**src/rtl/fp_stream_accumulator_pkg.sv**
```systemverilog
// Shared types and constants for the streaming double-precision accumulator.
package fp_acc_pkg;

    localparam int DATA_W_DEF = 64;
    localparam int CNT_W_DEF  = 16;

    localparam logic [63:0] FP_ZERO = 64'h0000_0000_0000_0000;
    localparam logic [63:0] FP_ONE  = 64'h3FF0_0000_0000_0000;

    // DRAIN is only reachable when FP_ACC_TIMEOUT_EN is defined.
    typedef enum logic [2:0] {
        RESET = 3'd0,
        IDLE  = 3'd1,
        ACCUM = 3'd2,
        START = 3'd3,
        WAIT  = 3'd4,
        DONE  = 3'd5,
        DRAIN = 3'd6
    } state_t;

endpackage

```
**src/rtl/fp_stream_accumulator_if.sv**
```systemverilog
// Request/response link between the accumulator and the external FP adder.
interface fp_stream_accumulator_if #(parameter int DATA_W = 64);

    logic [DATA_W-1:0] add_a;
    logic [DATA_W-1:0] add_b;
    logic              add_start;
    logic [DATA_W-1:0] add_result;
    logic              add_done;

    // Accumulator side: issues operands, receives the sum.
    modport master (
        output add_a, add_b, add_start,
        input  add_result, add_done
    );

    // Adder side.
    modport slave (
        input  add_a, add_b, add_start,
        output add_result, add_done
    );

endinterface

```
**src/rtl/fp_stream_accumulator.sv**
```systemverilog
// Streaming accumulator: sums one packet of doubles via an external adder
// (acc + x per element) and presents sum and element count downstream.
// Optional build macro FP_ACC_TIMEOUT_EN adds a WAIT watchdog, a sticky err
// flag and a DRAIN state that discards the rest of an aborted packet.
module fp_stream_accumulator
    import fp_acc_pkg::*;
#(
    parameter int DATA_W  = DATA_W_DEF,
    parameter int CNT_W   = CNT_W_DEF,
    parameter int TIMEOUT = 1024
) (
    input  logic                     clock,
    input  logic                     reset_n,
    input  logic [DATA_W-1:0]        in_data,
    input  logic                     in_valid,
    input  logic                     in_last,
    output logic                     in_ready,
    fp_stream_accumulator_if.master  add_if,
    output logic [DATA_W-1:0]        sum_data,
    output logic [CNT_W-1:0]         sum_count,
    output logic                     sum_valid,
    input  logic                     sum_ready,
    output logic                     err
);

    state_t              state_q,     state_d;
    logic [DATA_W-1:0]   acc_q,       acc_d;
    logic [DATA_W-1:0]   elem_q,      elem_d;
    logic                last_q,      last_d;
    logic [CNT_W-1:0]    cnt_q,       cnt_d;
    logic [DATA_W-1:0]   add_a_q,     add_a_d;
    logic [DATA_W-1:0]   add_b_q,     add_b_d;
    logic                add_start_q, add_start_d;
    logic                in_ready_q,  in_ready_d;
    logic [DATA_W-1:0]   sum_data_q,  sum_data_d;
    logic [CNT_W-1:0]    sum_count_q, sum_count_d;
    logic                sum_valid_q, sum_valid_d;
    logic                accept_s;

`ifdef FP_ACC_TIMEOUT_EN
    localparam int TO_W = $clog2(TIMEOUT + 1);
    logic [TO_W-1:0]     wait_cnt_q,  wait_cnt_d;
    logic                err_q,       err_d;
`endif

    // in_ready_q mirrors "state_q is IDLE/ACCUM/DRAIN", so it doubles as the accept qualifier.
    assign accept_s = in_valid & in_ready_q;

    // Next-state, datapath updates and registered-output precompute.
    always_comb begin
        state_d     = state_q;
        acc_d       = acc_q;
        elem_d      = elem_q;
        last_d      = last_q;
        cnt_d       = cnt_q;
        add_a_d     = add_a_q;
        add_b_d     = add_b_q;
        sum_data_d  = sum_data_q;
        sum_count_d = sum_count_q;
`ifdef FP_ACC_TIMEOUT_EN
        wait_cnt_d  = '0;
        err_d       = err_q;
`endif
        case (state_q)
            RESET: begin
                state_d = IDLE;
            end
            IDLE: begin
                // First element seeds the accumulator directly, no add issued.
                if (accept_s) begin
                    acc_d   = in_data;
                    cnt_d   = {{(CNT_W-1){1'b0}}, 1'b1};
                    state_d = in_last ? DONE : ACCUM;
                end else begin
                    state_d = IDLE;
                end
            end
            ACCUM: begin
                if (accept_s) begin
                    elem_d  = in_data;
                    last_d  = in_last;
                    cnt_d   = (&cnt_q) ? cnt_q : cnt_q + {{(CNT_W-1){1'b0}}, 1'b1};
                    add_a_d = acc_q;
                    add_b_d = in_data;
                    state_d = START;
                end else begin
                    state_d = ACCUM;
                end
            end
            START: begin
                state_d = WAIT;
            end
            WAIT: begin
                if (add_if.add_done) begin
                    acc_d   = add_if.add_result;
                    state_d = last_q ? DONE : ACCUM;
                end else begin
`ifdef FP_ACC_TIMEOUT_EN
                    if (wait_cnt_q == TO_W'(TIMEOUT - 1)) begin
                        err_d   = 1'b1;
                        // Aborted element already carried in_last: nothing left to drain.
                        state_d = last_q ? IDLE : DRAIN;
                    end else begin
                        wait_cnt_d = wait_cnt_q + {{(TO_W-1){1'b0}}, 1'b1};
                    end
`else
                    state_d = WAIT;
`endif
                end
            end
            DONE: begin
                if (sum_ready) begin
                    state_d = IDLE;
                end else begin
                    state_d = DONE;
                end
            end
            DRAIN: begin
`ifdef FP_ACC_TIMEOUT_EN
                if (accept_s && in_last) begin
                    state_d = IDLE;
                end else begin
                    state_d = DRAIN;
                end
`else
                state_d = IDLE;
`endif
            end
            default: begin
                state_d = RESET;
            end
        endcase

        in_ready_d  = (state_d == IDLE) || (state_d == ACCUM) || (state_d == DRAIN);
        add_start_d = (state_d == START);
        sum_valid_d = (state_d == DONE);
        // Capture the result once on entry to DONE so it stays stable while waiting.
        if ((state_d == DONE) && (state_q != DONE)) begin
            sum_data_d  = acc_d;
            sum_count_d = cnt_d;
        end else begin
            sum_data_d  = sum_data_q;
            sum_count_d = sum_count_q;
        end
    end

    // State and datapath registers; async reset discards any in-flight work.
    always_ff @(posedge clock or negedge reset_n) begin
        if (!reset_n) begin
            state_q     <= RESET;
            acc_q       <= '0;
            elem_q      <= '0;
            last_q      <= 1'b0;
            cnt_q       <= '0;
            add_a_q     <= '0;
            add_b_q     <= '0;
            add_start_q <= 1'b0;
            in_ready_q  <= 1'b0;
            sum_data_q  <= '0;
            sum_count_q <= '0;
            sum_valid_q <= 1'b0;
`ifdef FP_ACC_TIMEOUT_EN
            wait_cnt_q  <= '0;
            err_q       <= 1'b0;
`endif
        end else begin
            state_q     <= state_d;
            acc_q       <= acc_d;
            elem_q      <= elem_d;
            last_q      <= last_d;
            cnt_q       <= cnt_d;
            add_a_q     <= add_a_d;
            add_b_q     <= add_b_d;
            add_start_q <= add_start_d;
            in_ready_q  <= in_ready_d;
            sum_data_q  <= sum_data_d;
            sum_count_q <= sum_count_d;
            sum_valid_q <= sum_valid_d;
`ifdef FP_ACC_TIMEOUT_EN
            wait_cnt_q  <= wait_cnt_d;
            err_q       <= err_d;
`endif
        end
    end

    assign in_ready         = in_ready_q;
    assign add_if.add_a     = add_a_q;
    assign add_if.add_b     = add_b_q;
    assign add_if.add_start = add_start_q;
    assign sum_data         = sum_data_q;
    assign sum_count        = sum_count_q;
    assign sum_valid        = sum_valid_q;
`ifdef FP_ACC_TIMEOUT_EN
    assign err              = err_q;
`else
    assign err              = 1'b0;
`endif

endmodule

```
**src/flat_wrapper.sv**
```systemverilog
// flat-port wrapper written by rule: the top's interface ports become plain ports
module fp_stream_accumulator_flat import fp_acc_pkg::*;
#(
    parameter int DATA_W  = DATA_W_DEF,
    parameter int CNT_W   = CNT_W_DEF,
    parameter int TIMEOUT = 1024
)
  (clock, reset_n, in_data, in_valid, in_last, in_ready, sum_data, sum_count, sum_valid, sum_ready, err, add_if_add_a, add_if_add_b, add_if_add_start, add_if_add_result, add_if_add_done);
  fp_stream_accumulator_if #(.DATA_W(DATA_W)) add_if_i ();
  input  logic clock;
  input  logic reset_n;
  input  logic [DATA_W-1:0] in_data;
  input  logic in_valid;
  input  logic in_last;
  output logic in_ready;
  output logic [DATA_W-1:0] sum_data;
  output logic [CNT_W-1:0] sum_count;
  output logic sum_valid;
  input  logic sum_ready;
  output logic err;
  output wire logic [$bits(add_if_i.add_a)-1:0] add_if_add_a;
  output wire logic [$bits(add_if_i.add_b)-1:0] add_if_add_b;
  output wire logic [$bits(add_if_i.add_start)-1:0] add_if_add_start;
  input wire logic [$bits(add_if_i.add_result)-1:0] add_if_add_result;
  input wire logic [$bits(add_if_i.add_done)-1:0] add_if_add_done;
  assign add_if_add_a = add_if_i.add_a;
  assign add_if_add_b = add_if_i.add_b;
  assign add_if_add_start = add_if_i.add_start;
  assign add_if_i.add_result = add_if_add_result;
  assign add_if_i.add_done = add_if_add_done;
  fp_stream_accumulator #(.DATA_W(DATA_W), .CNT_W(CNT_W), .TIMEOUT(TIMEOUT)) u_core (.clock(clock), .reset_n(reset_n), .in_data(in_data), .in_valid(in_valid), .in_last(in_last), .in_ready(in_ready), .add_if(add_if_i), .sum_data(sum_data), .sum_count(sum_count), .sum_valid(sum_valid), .sum_ready(sum_ready), .err(err));
endmodule
```
**config.mk**
```make
export PLATFORM = sky130hd
export DESIGN_NAME = fp_stream_accumulator_flat
export DESIGN_NICKNAME = d
export VERILOG_FILES = /design/src/rtl/fp_stream_accumulator_pkg.sv /design/src/rtl/fp_stream_accumulator_if.sv /design/src/rtl/fp_stream_accumulator.sv /design/src/flat_wrapper.sv
export SDC_FILE = /design/constraint.sdc
export NUM_CORES = 1
export LEC_CHECK = 0
export ABC_AREA = 1
export BUFFER_PORTS_ARGS = -buffer_cell sky130_fd_sc_hd__buf_2
export CORE_AREA = 5 5 208 210
export DETAILED_ROUTE_END_ITERATION = 8
export DIE_AREA = 0 0 213 215
export PLACE_DENSITY = 0.53
export SETUP_SLACK_MARGIN = 0.2
export SLEW_MARGIN = 20
export SYNTH_ARGS = -nofsm -noshare
export SYNTH_HDL_FRONTEND = slang
export SYNTH_SLANG_ARGS = --single-unit
```
**constraint.sdc**
```tcl
create_clock -name clock -period 3.06 [get_ports clock]
set_clock_uncertainty 0.2 [all_clocks]
set_input_delay 0.459 -clock clock [delete_from_list [all_inputs] [get_ports clock]]
set_output_delay 0.459 -clock clock [all_outputs]
set_load 0.01 [all_outputs]
```
# ---- After elaboration in Yosys (flattened, before gate mapping)
# Cells that the tools add are included.
# W data, S select, Z words.
dict set report op_classes {
  n_bitwise 1
  eq_ne 12
  reduce_logical 7
  n_addsub 1
  n_mux 14
}
# op count
set ops {}
lappend ops {{$mux W64} 2}
lappend ops {{$pmux W64 S2} 1}
lappend ops {{$mux W16} 3}
lappend ops {{$pmux W16 S2} 1}
lappend ops {{$pmux W3 S6} 1}
lappend ops {{$add A16 B1 Y16 const B} 1}
lappend ops {{$reduce_and A16 Y1} 1}
lappend ops {{$eq A3 B3 Y1 const B} 5}
lappend ops {{$mux W3} 5}
lappend ops {{$eq A3 B2 Y1 const B} 4}
lappend ops {{$eq A3 B1 Y1 const B} 2}
lappend ops {{$logic_not A3 Y1} 1}
lappend ops {{$ne A3 B3 Y1 const B} 1}
lappend ops {{$logic_or A1 B1 Y1} 2}
lappend ops {{$reduce_and A2 Y1} 1}
lappend ops {{$reduce_or A2 Y1} 1}
lappend ops {{$and A1 B1 Y1} 1}
lappend ops {{$logic_and A1 B1 Y1} 1}
lappend ops {{$mux W1} 1}
dict set report totals {
  reg_bits 295
  in_bits 134
  word_cells 46
  out_inout_bits 212
}

# ---- Depth between registers and ports, before layout
# Gate-level depths: netlist of run 1.
dict set report depth {
  word_depth 6
  ltp_mapped 13
  depth_no_buf 12
}

# ---- Worst setup path before layout of run 1
# OpenSTA, ideal clock, no wires.
dict set report synth_path {
  path_type {register to register}
  startpoint {register u_core.state_q[2]}
  endpoint {register u_core.sum_data_q[10] (netlist: u_core.sum_data[10])}
  synth_period_minus_slack_ns 1.929
  t_arrival_ns 1.598
  required_time_ns 2.730
  stages_incl_launch_ff 11
  slack_ns 1.131
  setup_time_ns 0.130
  n_path_buf 2
  path_cell_list {dfrtp_1 > inv_2 > nand3_2 > nor2_4 > inv_2 > nand3_2 > nand4_4 > buf_4 > buf_2 > nand2_1 > o21ai_1}
}
dict set report synth_between {
  elab_chain_cells 5
  word_cells_on_any_way 13
  classes_between {8 x eq/ne; 2 x mux; 3 x reduce/logical}
}
# item line
set synth_rtl {}
lappend synth_rtl {{from (decl)} fp_stream_accumulator.sv:26} ;# state_t state_q, state_d;
lappend synth_rtl {{from (signal assigned)} fp_stream_accumulator.sv:167} ;# state_q <= state_d;
lappend synth_rtl {{$eq A3 B3 Y1 or $logic_not A3 Y1 (tied branches)} fp_stream_accumulator.sv:64} ;# case (state_q)
lappend synth_rtl {{$reduce_or A2 Y1 (no line)} n/a}
lappend synth_rtl {{$pmux W3 S6 *} fp_stream_accumulator.sv:64}
lappend synth_rtl {{via u_core.state_d[0]} fp_stream_accumulator.sv:26}
lappend synth_rtl {{$eq A3 B3 Y1 *} fp_stream_accumulator.sv:138} ;# if ((state_d == DONE) && (state_q != DONE)) begin
lappend synth_rtl {{$logic_and A1 B1 Y1 *} fp_stream_accumulator.sv:138}
lappend synth_rtl {{to (signal assigned)} fp_stream_accumulator.sv:176} ;# sum_data_q <= sum_data_d;
lappend synth_rtl {{to (decl)} fp_stream_accumulator.sv:35} ;# logic [DATA_W-1:0] sum_data_q, sum_data_d;
# The timed path passes the listed nets; every way through them passes the cells marked *.
# A chain may end at the register's enable or synchronous reset.

# ---- Worst setup path in the final report of run 1
dict set report layout_path {
  startpoint {register u_core.cnt_q[1]}
  endpoint {register u_core.sum_count_q[8] (netlist: u_core.sum_count[8])}
}
dict set report layout_between {
  elab_chain_cells 4
  word_cells_on_any_way 5
  classes_between {1 x add/sub; 3 x mux; 1 x reduce/logical}
}
# item line
set layout_rtl {}
lappend layout_rtl {{from (decl)} fp_stream_accumulator.sv:30} ;# logic [CNT_W-1:0] cnt_q, cnt_d;
lappend layout_rtl {{from (signal assigned)} fp_stream_accumulator.sv:171} ;# cnt_q <= cnt_d;
lappend layout_rtl {{$add A16 B1 Y16 or $reduce_and A16 Y1 (tied branches)} fp_stream_accumulator.sv:82} ;# cnt_d = (&cnt_q) ? cnt_q : cnt_q + {{(CNT_W-1){1'b0}}, 1'b1};
lappend layout_rtl {{$mux W16 *} fp_stream_accumulator.sv:82}
lappend layout_rtl {{$mux W16 *} fp_stream_accumulator.sv:79} ;# if (accept_s) begin
lappend layout_rtl {{$pmux W16 S2 *} fp_stream_accumulator.sv:64}
lappend layout_rtl {{via u_core.cnt_d[8]} fp_stream_accumulator.sv:30}
lappend layout_rtl {{to (signal assigned)} fp_stream_accumulator.sv:177} ;# sum_count_q <= sum_count_d;
lappend layout_rtl {{to (decl)} fp_stream_accumulator.sv:36} ;# logic [CNT_W-1:0] sum_count_q, sum_count_d;
# Marks and branches as above.

==> metrics.md, run 1 <==
| Metric | Value |
|---|---|
| Worst IR Drop VDD | 0.525 mV |
| Syn_nets | between 1500 and 2000 |
| Most common cell after layout, fill and taps aside | nand2_1 |
| Largest net degree at the start of global routing | 134 |
| Total clock sinks | 295 |
| Final setup violation count | 0 |
| Synth-to-Final Area Change | 34.6% |
| CTS H-tree depth | 2 |
| Outcome | finished, final reports clean |
| Final Util | 0.397 |
| R2R Setup Slk | 0.61 ns |
| Total setup buffers inserted after CTS | 0 |
| Initial antenna violation count | 3 |
| Critical R2R Launch | u_core.cnt_q[1]$_DFF_PN0_ |
| Setup CP Type | reg -> reg |
| Worst Reg-to-Reg Cells | 11 |
| Total global-route track usage | 0.166 |
| Wirelength, routed | 38.4 mm |
| Clock transition at the registers of the reported paths | 0.06 ns |
| WL/cell | between 15 and 20 um |
| Vert. Die Dim | 215 um |
| DRC viols | 0 |
| Post-Syn Area per Cell | 8.37 um2 |
| Core footprint | between 0.04 and 0.05 mm2 |
| Final hold viol count | 0 |
| FF-to-FF End | u_core.sum_count[8]$_DFFE_PN0P_ |
| Critical Path AT | 2.72 ns |
| Fmax | 409 MHz |
| First-pass GRT wire length | 61.6 mm |
| Clock Path Buffers | 3 |
| Crit Path Max Fanout | 23 |
| Critical Path RT | around 3.3 ns |
| Total gr overflow | 0 |
| Combined area of the multi-input logic cells | 0.00414 mm2 |
| Clock Latency Late Sink | between 0.5 and 0.6 ns |
| Antenna viol nets, final | 0 |
| Cells after Synth | 1459 |
| Setup repair after global routing missed its margin | false |
| Final Cycle Share | 0.799 |
| Via count | 10800 |
| Avg Vias per Cell | 4.43 |
| Crit path from | u_core.cnt_q[1]$_DFF_PN0_ |
| Ys flop type | dfrtp_1 |
| Synth unique cells | 28 |
| CTS tree | yes |
| Post-synth EDFFs | 0 |
| Ratio of cells with drive above 1 in the final layout | 0.233 |
| Fin crit period | 2.45 ns |
| Share of the synthesized area in the top cell type | 0.605 |
| Hold crit path type | in -> reg |
| FFs w/ async S/R, synth | 1.00 |
| Final HPWL DP | 25.8 mm |
| Worst slew margin | 0.446 |
| Post-route cell area | 0.0164 mm2 |
| Finished Layout Cells | 2429 |
| Detailed Route Iter0 Violations | 703 |
| Worst Hold Depth | 3 |
| DIE WIDTH | 213 um |
| Setup TNS Final | 0 ns |
| Number of global-route vias before repair | 11100 |
| Dpl cells | about 2300 |
| Final RePlAce weighted congestion | 0.853 |
| Largest cells by area after synthesis | dfrtp_1 (60%), nand2_1 (23%), inv_1 (3.2%) |
| Area after DPL | between 0.01 and 0.015 mm2 |
| Total power | 14.9 mW |
| Total CTS buffers | 35 |
| Pwr dens | ~910 mW/mm2 |
| Fin nets | 1996 |
| Max Slew Vio Count | 0 |
| Worst-Margin Slew | 0.831 ns |
| Startpoint Class | flop |
| Die area | between 0.04 and 0.05 mm2 |
| Synth area leader | dfrtp_1 |
| Seq/Total Area, Yosys | 0.605 |
| Mapped cell area | roughly 0.012 mm2 |
| Drt pass-1 iters | 7 |
| # fillers | 4140 |
| Row count | between 70 and 80 |
| Critical Path End Type | flop |
| #FFs+latches synth | ~300 |
| Most frequent cells in the layout | nand2_1 (763), buf_2 (343), dfrtp_1 (295) |
| Port bufs | 344 |
| Seq. cell area | 0.00738 mm2 |
| CTS root buf | clkbuf_16 |
| Total I/O pin count | 346 |
| Worst Setup EP | u_core.sum_count[8]$_DFFE_PN0P_ |
| # Max-Cap Violations | 0 |
| Yosys synthesis warning count | 0 |
| LEAKAGE | between 9 and 10 nW |
| Initial Util | 0.295 |
-- registers in the layout, summed over array words and instances (netlist names) --
| signal | cells |
|---|---|
| u_core.sum_count | 16 |
| u_core.last_q | 1 |
| u_core.add_if.add_start | 1 |
| u_core.sum_data | 64 |
| u_core.sum_valid | 1 |
| u_core.acc_q | 64 |
| u_core.add_if.add_b | 64 |
| u_core.add_if.add_a | 64 |
| u_core.in_ready | 1 |
| u_core.state_q | 3 |
| u_core.cnt_q | 16 |
-- Yosys cell counts (3+ instances only) --
library cell / instances
nand2_1: 763
dfrtp_1: 295
inv_1: 103
o21ai_1: 64
and3_1: 59
nand3_1: 37
clkbuf_1: 34
nor2_1: 25
buf_2: 23
o21ai_0: 13
buf_1: 6
inv_2: 5
nor2_2: 5
nand4_1: 4
o211ai_1: 4
a21oi_1: 3
nand3_2: 3
-- repair_timing --
action | 4_1_cts | 5_1_grt
resized for setup | 0 | 0
endpoints found under the hold margin | 123 | 0
hold buffers | 68 | 0
-- worst max-delay path: stages (launching register included) --
cell	delay (ns)
dfrtp_1	0.40
ha_1	0.21
nand2_1	0.08
nor2_1	0.18
nand2_1	0.08
nor2_1	0.16
nand2_1	0.44
nand2_1	0.21
nand2_1	0.08
a21oi_2	0.17
nand2_1	0.09
nand2_1	0.08
-- how the worst min path moves through the flow --
stage / endpoint / start
4_1_cts: u_core.add_if.add_b[42]$_DFFE_PN0P_ / in_data[42]
2_1_floorplan: u_core.acc_q[0]$_DFF_PN0_ / reset_n
6_report: u_core.add_if.add_b[42]$_DFFE_PN0P_ / in_data[42]
3_5_place_dp: u_core.add_if.add_b[52]$_DFFE_PN0P_ / reset_n
3_3_place_gp: u_core.add_if.add_a[52]$_DFFE_PN0P_ / reset_n
5_1_grt: u_core.add_if.add_b[42]$_DFFE_PN0P_ / in_data[42]
-- area by class of cell --
type | count | share of cell area
Antenna cell | 2 | 0.000304
Timing Repair Buffer | 431 | 0.161
Clock buffer | 53 | 0.0648
Multi-Input combinational cell | 990 | 0.252
Inverter | 108 | 0.0248
Sequential cell | 295 | 0.449
Clock inverter | 11 | 0.00731
Tap cell | 539 | 0.0410
-- logic make-up (layout without fill, tap and decap cells) --
| group | after synthesis | after routing | synth area share |
|---|---|---|---|
| flops | 295 | 295 | 0.605 |
| other cells | 1 | 3 | 0.000307 |
| compound gates | 86 | 86 | 0.0366 |
| simple gates | 902 | 902 | 0.300 |
| fa+ha+maj | 1 | 1 | 0.00102 |
| buf+inv | 174 | 603 | 0.0571 |
-- where the power goes --
| part | internal [mW] | switching [mW] |
|---|---|---|
| Clock | 2.58 | 1.65 |
| Sequential | 5.22 | 0.723 |
| Combinational | 1.79 | 2.97 |
| Total | 9.59 | 5.34 |
-- metrics by stage --
stage                     worst slack, ns  hold WS, ns
after global routing                0.241       0.0112
after global placement              0.639        0.247
after detailed placement            0.572        0.245
final                               0.614       0.0324
after CTS                           0.618      0.00602
after floorplan                      1.13      -0.0366
-- metal layers --
metal	wire length (um)	track usage	vias up
met2	17700	0.265	285
met4	1060	0.0514	2
met5	11	0	-
li1	-	-	5282
met3	2530	0.0445	70
met1	17100	0.222	5121
No activity file was read; power rests on OpenSTA's default activity.
==> inputs of run 2 (changes only) <==
==> constraint.sdc (replaced) <==
create_clock -name clock -period 2.3 [get_ports clock]
set_clock_uncertainty 0.2 [all_clocks]
set_input_delay 0.345 -clock clock [delete_from_list [all_inputs] [get_ports clock]]
set_output_delay 0.345 -clock clock [all_outputs]
set_load 0.01 [all_outputs]
==> run 2 against run 1 <==
  * Worst hold slack better by 0.068 ns
  * Sequential cell count unchanged
  * Final area up 7.1%
  * Largest cell class unchanged
==> metrics.md, run 2 (synthesized netlist as in run 1, its figures left out) <==
| Metric | Value |
|---|---|
| Final hold viol count | 0 |
| Wirelength, routed | 42.5 mm |
| Largest net degree at the start of global routing | 134 |
| Drt pass-1 iters | 5 |
| Max Slew Vio Count | 0 |
| Crit Path Max Fanout | 31 |
| DRC viols | 0 |
| CTS tree | yes |
| Critical Path End Type | flop |
| Initial Util | 0.295 |
| Seq. cell area | 0.00738 mm2 |
| CTS H-tree depth | 2 |
| Critical-path top delay cell | dfrtp_2 |
| Via count | 11200 |
| Startpoint Class | flop |
| LEAKAGE | 9.79 nW |
| Diodes inserted | 0 |
| Total clock sinks | about 300 |
| Avg Vias per Cell | 4.45 |
| Dpl cells | about 2300 |
| Most common cell after layout, fill and taps aside | nand2_1 |
| Setup CP Type | reg -> reg |
| WL/cell | 16.9 um |
| Antenna viol nets, final | 0 |
| Combined area of the multi-input logic cells | 0.00419 mm2 |
| CP Cell Sequence | inv_2 > nand3_4 > nor2_4 > nand2_1 > nand4_2 > nand4_4 > buf_4 > buf_16 > nand2_1 > o21ai_1 |
| Worst IR Drop VDD | 0.609 mV |
| Number of global-route vias before repair | around 11000 |
| Worst slew margin | 0.532 |
| Clock transition at the registers of the reported paths | 0.06 ns |
| Synth-to-Final Area Change | 44.2% |
| Sw Share | 0.360 |
| Vert. Die Dim | 215 um |
| Fmax | 497 MHz |
| Net Switching | 7.52 mW |
| Clock Latency Late Sink | 0.53 ns |
| Critical Path RT | approximately 2.5 ns |
| Setup repair after global routing missed its margin | true |
| Combinational fraction of design power | 0.349 |
| Worst-Margin Slew | 0.701 ns |
| Clk pwr share | 0.272 |
| Initial antenna violation count | 0 |
| Hold crit path type | in -> reg |
| Detailed Route Iter0 Violations | 770 |
| Most frequent cells in the layout | nand2_1 (762), buf_2 (343), dfrtp_1 (293) |
| Seq pwr share | 0.379 |
| Critical Path AT | 2.24 ns |
| First-pass GRT wire length | about 65 mm |
| Core footprint | 0.0414 mm2 |
| Port bufs | 344 |
| Most used cell, CP | nand2_1 |
| Total CTS buffers | 35 |
| Die area | 0.0458 mm2 |
| Total I/O pin count | around 350 |
| Total global-route track usage | 0.176 |
| Finished Layout Cells | between 2000 and 3000 |
| Final HPWL DP | roughly 26 mm |
| Final Cycle Share | 0.875 |
| Final RePlAce weighted congestion | 0.845 |
| Row count | 75 |
| DIE WIDTH | 213 um |
| CTS root buf | clkbuf_16 |
| Internal cell power | 13.3 mW |
| Setup TNS Final | 0 ns |
| Ratio of cells with drive above 1 in the final layout | 0.241 |
| Fin nets | 2090 |
| Total gr overflow | 0 |
| Hold Slack | ~0.1 ns |
| Pwr dens | around 1200 mW/mm2 |
| Clock Path Buffers | 3 |
| CP max stage delay | roughly 0.45 ns |
| Final Util | 0.425 |
| # fillers | around 4200 |
| # Max-Cap Violations | 0 |
| Outcome | finished, final reports clean |
| Fin crit period | 2.01 ns |
| Final setup violation count | 0 |
-- run 2: changes by cell type in the layout (fill, tap and decap cells not counted), moves of 3 or more --
| cell | before | now |
|---|---|---|
| nand3_2 | 3 | 0 |
| dlygate4sd3_1 | 68 | 130 |
| buf_12 | 7 | 15 |
| buf_6 | 0 | 3 |
| buf_16 | 0 | 3 |
| clkbuf_16 | 36 | 40 |
| clkinv_2 | 7 | 4 |
| nand3_4 | 0 | 3 |
| buf_4 | 12 | 24 |
| nor2_1 | 25 | 22 |
-- run 2: area by class of cell --
type	instances	share of cell area
clock inverter	8	0.00597
timing repair buffer	525	0.214
sequential	295	0.419
multi-input combinational	990	0.238
clock buffer	54	0.0613
inverter	108	0.0233
tap	539	0.0383
-- run 2: worst paths after layout --
path | from | to | slack (ns) | depth (start not counted)
max | u_core.state_q[1]$_DFF_PN0_ | u_core.sum_data[32]$_DFFE_PN0P_ | 0.29 | 10
min in group asynchronous | reset_n | u_core.acc_q[44]$_DFF_PN0_ | 0.17 | 2
min reg2reg | u_core.add_if.add_a[21]$_DFFE_PN0P_ | u_core.add_if.add_a[21]$_DFFE_PN0P_ | 0.26 | 2
max in group asynchronous | reset_n | u_core.add_if.add_a[8]$_DFFE_PN0P_ | 1.01 | 3
min | add_if_add_result[42] | u_core.acc_q[42]$_DFF_PN0_ | 0.10 | 5
max reg2reg | u_core.state_q[1]$_DFF_PN0_ | u_core.sum_data[32]$_DFFE_PN0P_ | 0.29 | 10
-- run 2: stage by stage --
stage / total power, mW / setup WS [ns] / instance area (um2)
CTS: 20.7 / 0.194 / 17300
global route: 22.3 / 0.185 / 17600
floorplan: 11.6 / 0.371 / 12200
finish: 20.9 / 0.287 / 17600
detailed placement: 14.5 / 0.127 / 14700
global placement: 14.3 / 0.170 / 14700
-- run 2: power by group through the flow --
| stage | logic, mW | registers (mW) | clock network (mW) |
|---|---|---|---|
| 2_1_floorplan | 3.18 | 8.39 | 0 |
| 3_3_place_gp | 6.39 | 7.93 | 0 |
| 3_5_place_dp | 6.52 | 7.96 | 0 |
| 4_1_cts | 6.93 | 7.90 | 5.85 |
| 5_1_grt | 8.12 | 8.12 | 6.07 |
| 6_report | 7.28 | 7.91 | 5.67 |
-- run 2: metal layers --
layer  part of all wire  vias to the layer above  wire [um]  GRT usage
met2               0.47                      290      20000      0.286
met5                  0                        -          0          0
met1               0.44                     5368      18700      0.232
met4              0.031                        0       1320     0.0597
li1                   -                     5466          -          -
met3              0.060                       78       2540     0.0403
-- run 2: critical path: cells and delay by family, from the launching register on --
| family | cells | cell delay (ns) |
|---|---|---|
| DFF | 1 | 0.45 |
| buffers and inverters | 3 | 0.46 |
| AOI/OAI and AO/OA | 1 | 0.06 |
| and+or+nand+nor | 6 | 0.69 |
-- run 2: repair_timing --
action / in CTS / in global routing
setup endpoints to repair: 127 / 148
cloned: 2 / 5
buffers inserted: 3 / 10
hold buffers: 130 / 0
pin swaps: 1 / 5
gates resized for setup: 5 / 19
hold endpoints to repair: 334 / 0
==> inputs of run 3 (changes only) <==
--- a/config.mk
+++ b/config.mk
@@ -6,11 +6,11 @@
 export NUM_CORES = 1
 export LEC_CHECK = 0
 export ABC_AREA = 1
-export BUFFER_PORTS_ARGS = -buffer_cell sky130_fd_sc_hd__buf_2
 export CORE_AREA = 5 5 208 210
 export DETAILED_ROUTE_END_ITERATION = 8
 export DIE_AREA = 0 0 213 215
-export PLACE_DENSITY = 0.53
+export DONT_BUFFER_PORTS = 1
+export PLACE_DENSITY = 0.45
 export SETUP_SLACK_MARGIN = 0.2
 export SLEW_MARGIN = 20
 export SYNTH_ARGS = -nofsm -noshare
==> run 3 against run 2 <==
  * Worst hold slack got worse by 0.77 ns
  * Combinational power shrank 31%
  * Sequential power grew 13%
  * Largest power group unchanged
  * Global-route usage shrank 1.2 points
  * Via count down 12%
  * Total power fell by 6.6%
  * Sequential share of layout area is 4.7 points higher
  * Critical path depth is the same
  * The flow now finishes with violations (hold timing)
  * Cell count shrank 14%
  * Largest cell class unchanged
  * Register-to-register slack got worse by 0.03 ns
  * Clock power shrank 2%
==> metrics.md, run 3 (synthesized netlist as in run 1, its figures left out) <==
| Metric | Value |
|---|---|
| Outcome | complete, but fails checks |
| Failing checks | hold timing |
| Total gr overflow | 0 |
| FF-to-FF End | u_core.sum_data[27]$_DFFE_PN0P_ |
| CTS H-tree depth | 2 |
| Final setup violation count | 0 |
| CP Cell Sequence | nor2_4 > nand2_4 > nor2_4 > buf_12 > nor2_4 > buf_12 > clkbuf_16 > nand2_1 > and3_1 > o21ai_1 |
| Worst Reg-to-Reg Cells | 10 |
| Worst-Margin Slew | approximately 0.67 ns |
| Setup TNS Final | 0 ns |
| Fin crit period | 2.04 ns |
| CTS Hold Buffers Added | about 130 |
| Critical Path End Type | flop |
| Hold crit path type | in -> async |
| Crit path from | u_core.state_q[1]$_DFF_PN0_ |
| Worst IR Drop VDD | 0.608 mV |
| Fmax | 489 MHz |
| First-pass GRT wire length | ~60 mm |
| Synth-to-Final Area Change | 29.6% |
| Seq. cell area | approximately 0.0074 mm2 |
| # fillers | between 4000 and 5000 |
| Avg Vias per Cell | 4.51 |
| Clock transition at the registers of the reported paths | 0.06 ns |
| Fin nets | 1745 |
| Final hold viol count | 295 |
| Place WS | 0.109 ns |
| Drt pass-1 iters | 7 |
| Final HPWL DP | 24.7 mm |
| Vert. Die Dim | 215 um |
| Die area | 0.0458 mm2 |
| R2R Setup Slk | 0.26 ns |
| Startpoint Class | flop |
| Number of global-route vias before repair | 9959 |
| Initial antenna violation count | 2 |
| DIE WIDTH | 213 um |
| Pwr dens | 1230 mW/mm2 |
| Core footprint | 0.0414 mm2 |
| Critical Path AT | roughly 2.3 ns |
| Clock Latency Late Sink | 0.53 ns |
| Clock Path Buffers | 3 |
| Final Cycle Share | 0.889 |
| Antenna viol nets, final | 0 |
| Max Slew Vio Count | 0 |
| Critical R2R Launch | u_core.state_q[1]$_DFF_PN0_ |
| Most common cell after layout, fill and taps aside | nand2_1 |
| Critical-path top delay cell | dfrtp_2 |
| Worst slew margin | 0.551 |
| Worst Slack Setup Final | 0.256 ns |
| Setup CP Type | reg -> reg |
| Most used cell, CP | nor2_4 |
| CTS root buf | clkbuf_16 |
| Combined area of the multi-input logic cells | 0.00427 mm2 |
| LEAKAGE | 8.18 nW |
| Detailed Route Iter0 Violations | ~530 |
| Hold Slack | -0.670 ns |
| Setup repair after global routing missed its margin | false |
| Largest net degree at the start of global routing | 296 |
| Row count | 75 |
| DRC viols | 0 |
| Initial Util | 0.295 |
| Final RePlAce weighted congestion | 0.811 |
| Area after DPL | about 0.013 mm2 |
| CP max stage delay | 0.46 ns |
| CTS tree | yes |
| Most frequent cells in the layout | nand2_1 (753), dfrtp_1 (292), dlygate4sd3_1 (131) |
| CP bufs+invs | 3 |
| Total clock sinks | 295 |
| # Max-Cap Violations | 0 |
| Critical Path RT | about 2.5 ns |
| Wirelength, routed | 40.4 mm |
| WL/cell | 18.6 um |
| Via count | 9810 |
| Total CTS buffers | 36 |
| Total I/O pin count | 346 |
| Ratio of cells with drive above 1 in the final layout | 0.0894 |
| CP top delay family | simple AND/OR/NAND/NOR gates |
| Crit Path Max Fanout | 15 |
| Post-route cell area | between 0.015 and 0.02 mm2 |
| Port bufs | 0 |
| Total global-route track usage | 0.164 |
run 3: cell count changes in the layout (fill, tap and decap cells not counted), moves of 3 or more:
cell,previous run,this run
and3_1,59,56
nand2_2,0,7
buf_2,343,0
and3_4,0,3
buf_12,15,11
nand2_1,762,753
run 3: timing repair:
| action | CTS | global route |
|---|---|---|
| pin swaps | 3 | 12 |
| endpoints found under the hold margin | 491 | 295 |
| buffers inserted | 4 | 16 |
| cloned | 0 | 6 |
| endpoints found under the setup margin | 81 | 125 |
| gates resized for setup | 4 | 39 |
run 3: metrics by stage:
step | power [mW] | hold WS, ns | std cells | util
floorplan | 11.6 | -0.151 | 1459 | -
global placement | 13.1 | -0.137 | 1954 | 0.312
detailed placement | 13.2 | -0.139 | 1954 | 0.312
CTS | 19.2 | -0.732 | 2150 | 0.372
global route | 20.9 | -0.727 | 2172 | 0.382
finish | 19.5 | -0.670 | 2173 | 0.383
run 3: metal layers:
| metal | part of all wire | GRT usage | vias up |
|---|---|---|---|
| li1 | - | - | 4800 |
| met1 | 0.43 | 0.210 | 4698 |
| met2 | 0.47 | 0.267 | 255 |
| met3 | 0.075 | 0.0548 | 55 |
| met4 | 0.024 | 0.0465 | 2 |
| met5 | 0.00032 | 0 | - |
run 3: how the worst max path moves through the flow:
stage | to | slack [ns] | depth (start not counted)
3_5_place_dp | u_core.sum_count[5]$_DFFE_PN0P_ | 0.11 | 9
4_1_cts | u_core.sum_data[6]$_DFFE_PN0P_ | 0.18 | 9
5_1_grt | u_core.sum_count[8]$_DFFE_PN0P_ | 0.15 | 12
6_report | u_core.sum_data[27]$_DFFE_PN0P_ | 0.26 | 10
2_1_floorplan | u_core.sum_data[10]$_DFFE_PN0P_ | 0.37 | 10
3_3_place_gp | u_core.sum_data[44]$_DFFE_PN0P_ | 0.15 | 7
run 3: power by group:
part | switching (mW) | internal [mW] | leakage (nW)
combinational | 2.95 | 2.06 | 3.72
sequential | 1.95 | 6.96 | 3.88
clock | 2.23 | 3.34 | 0.574
run 3: final cells by class:
cell class              count  share of cell area
multi-input cells         990               0.269
clock inverters             9             0.00490
clock buffers              52              0.0677
repair buffers            179               0.123
diodes                      1            0.000158
flip-flops and latches    295               0.467
inverters                 108              0.0261
well taps                 539              0.0426
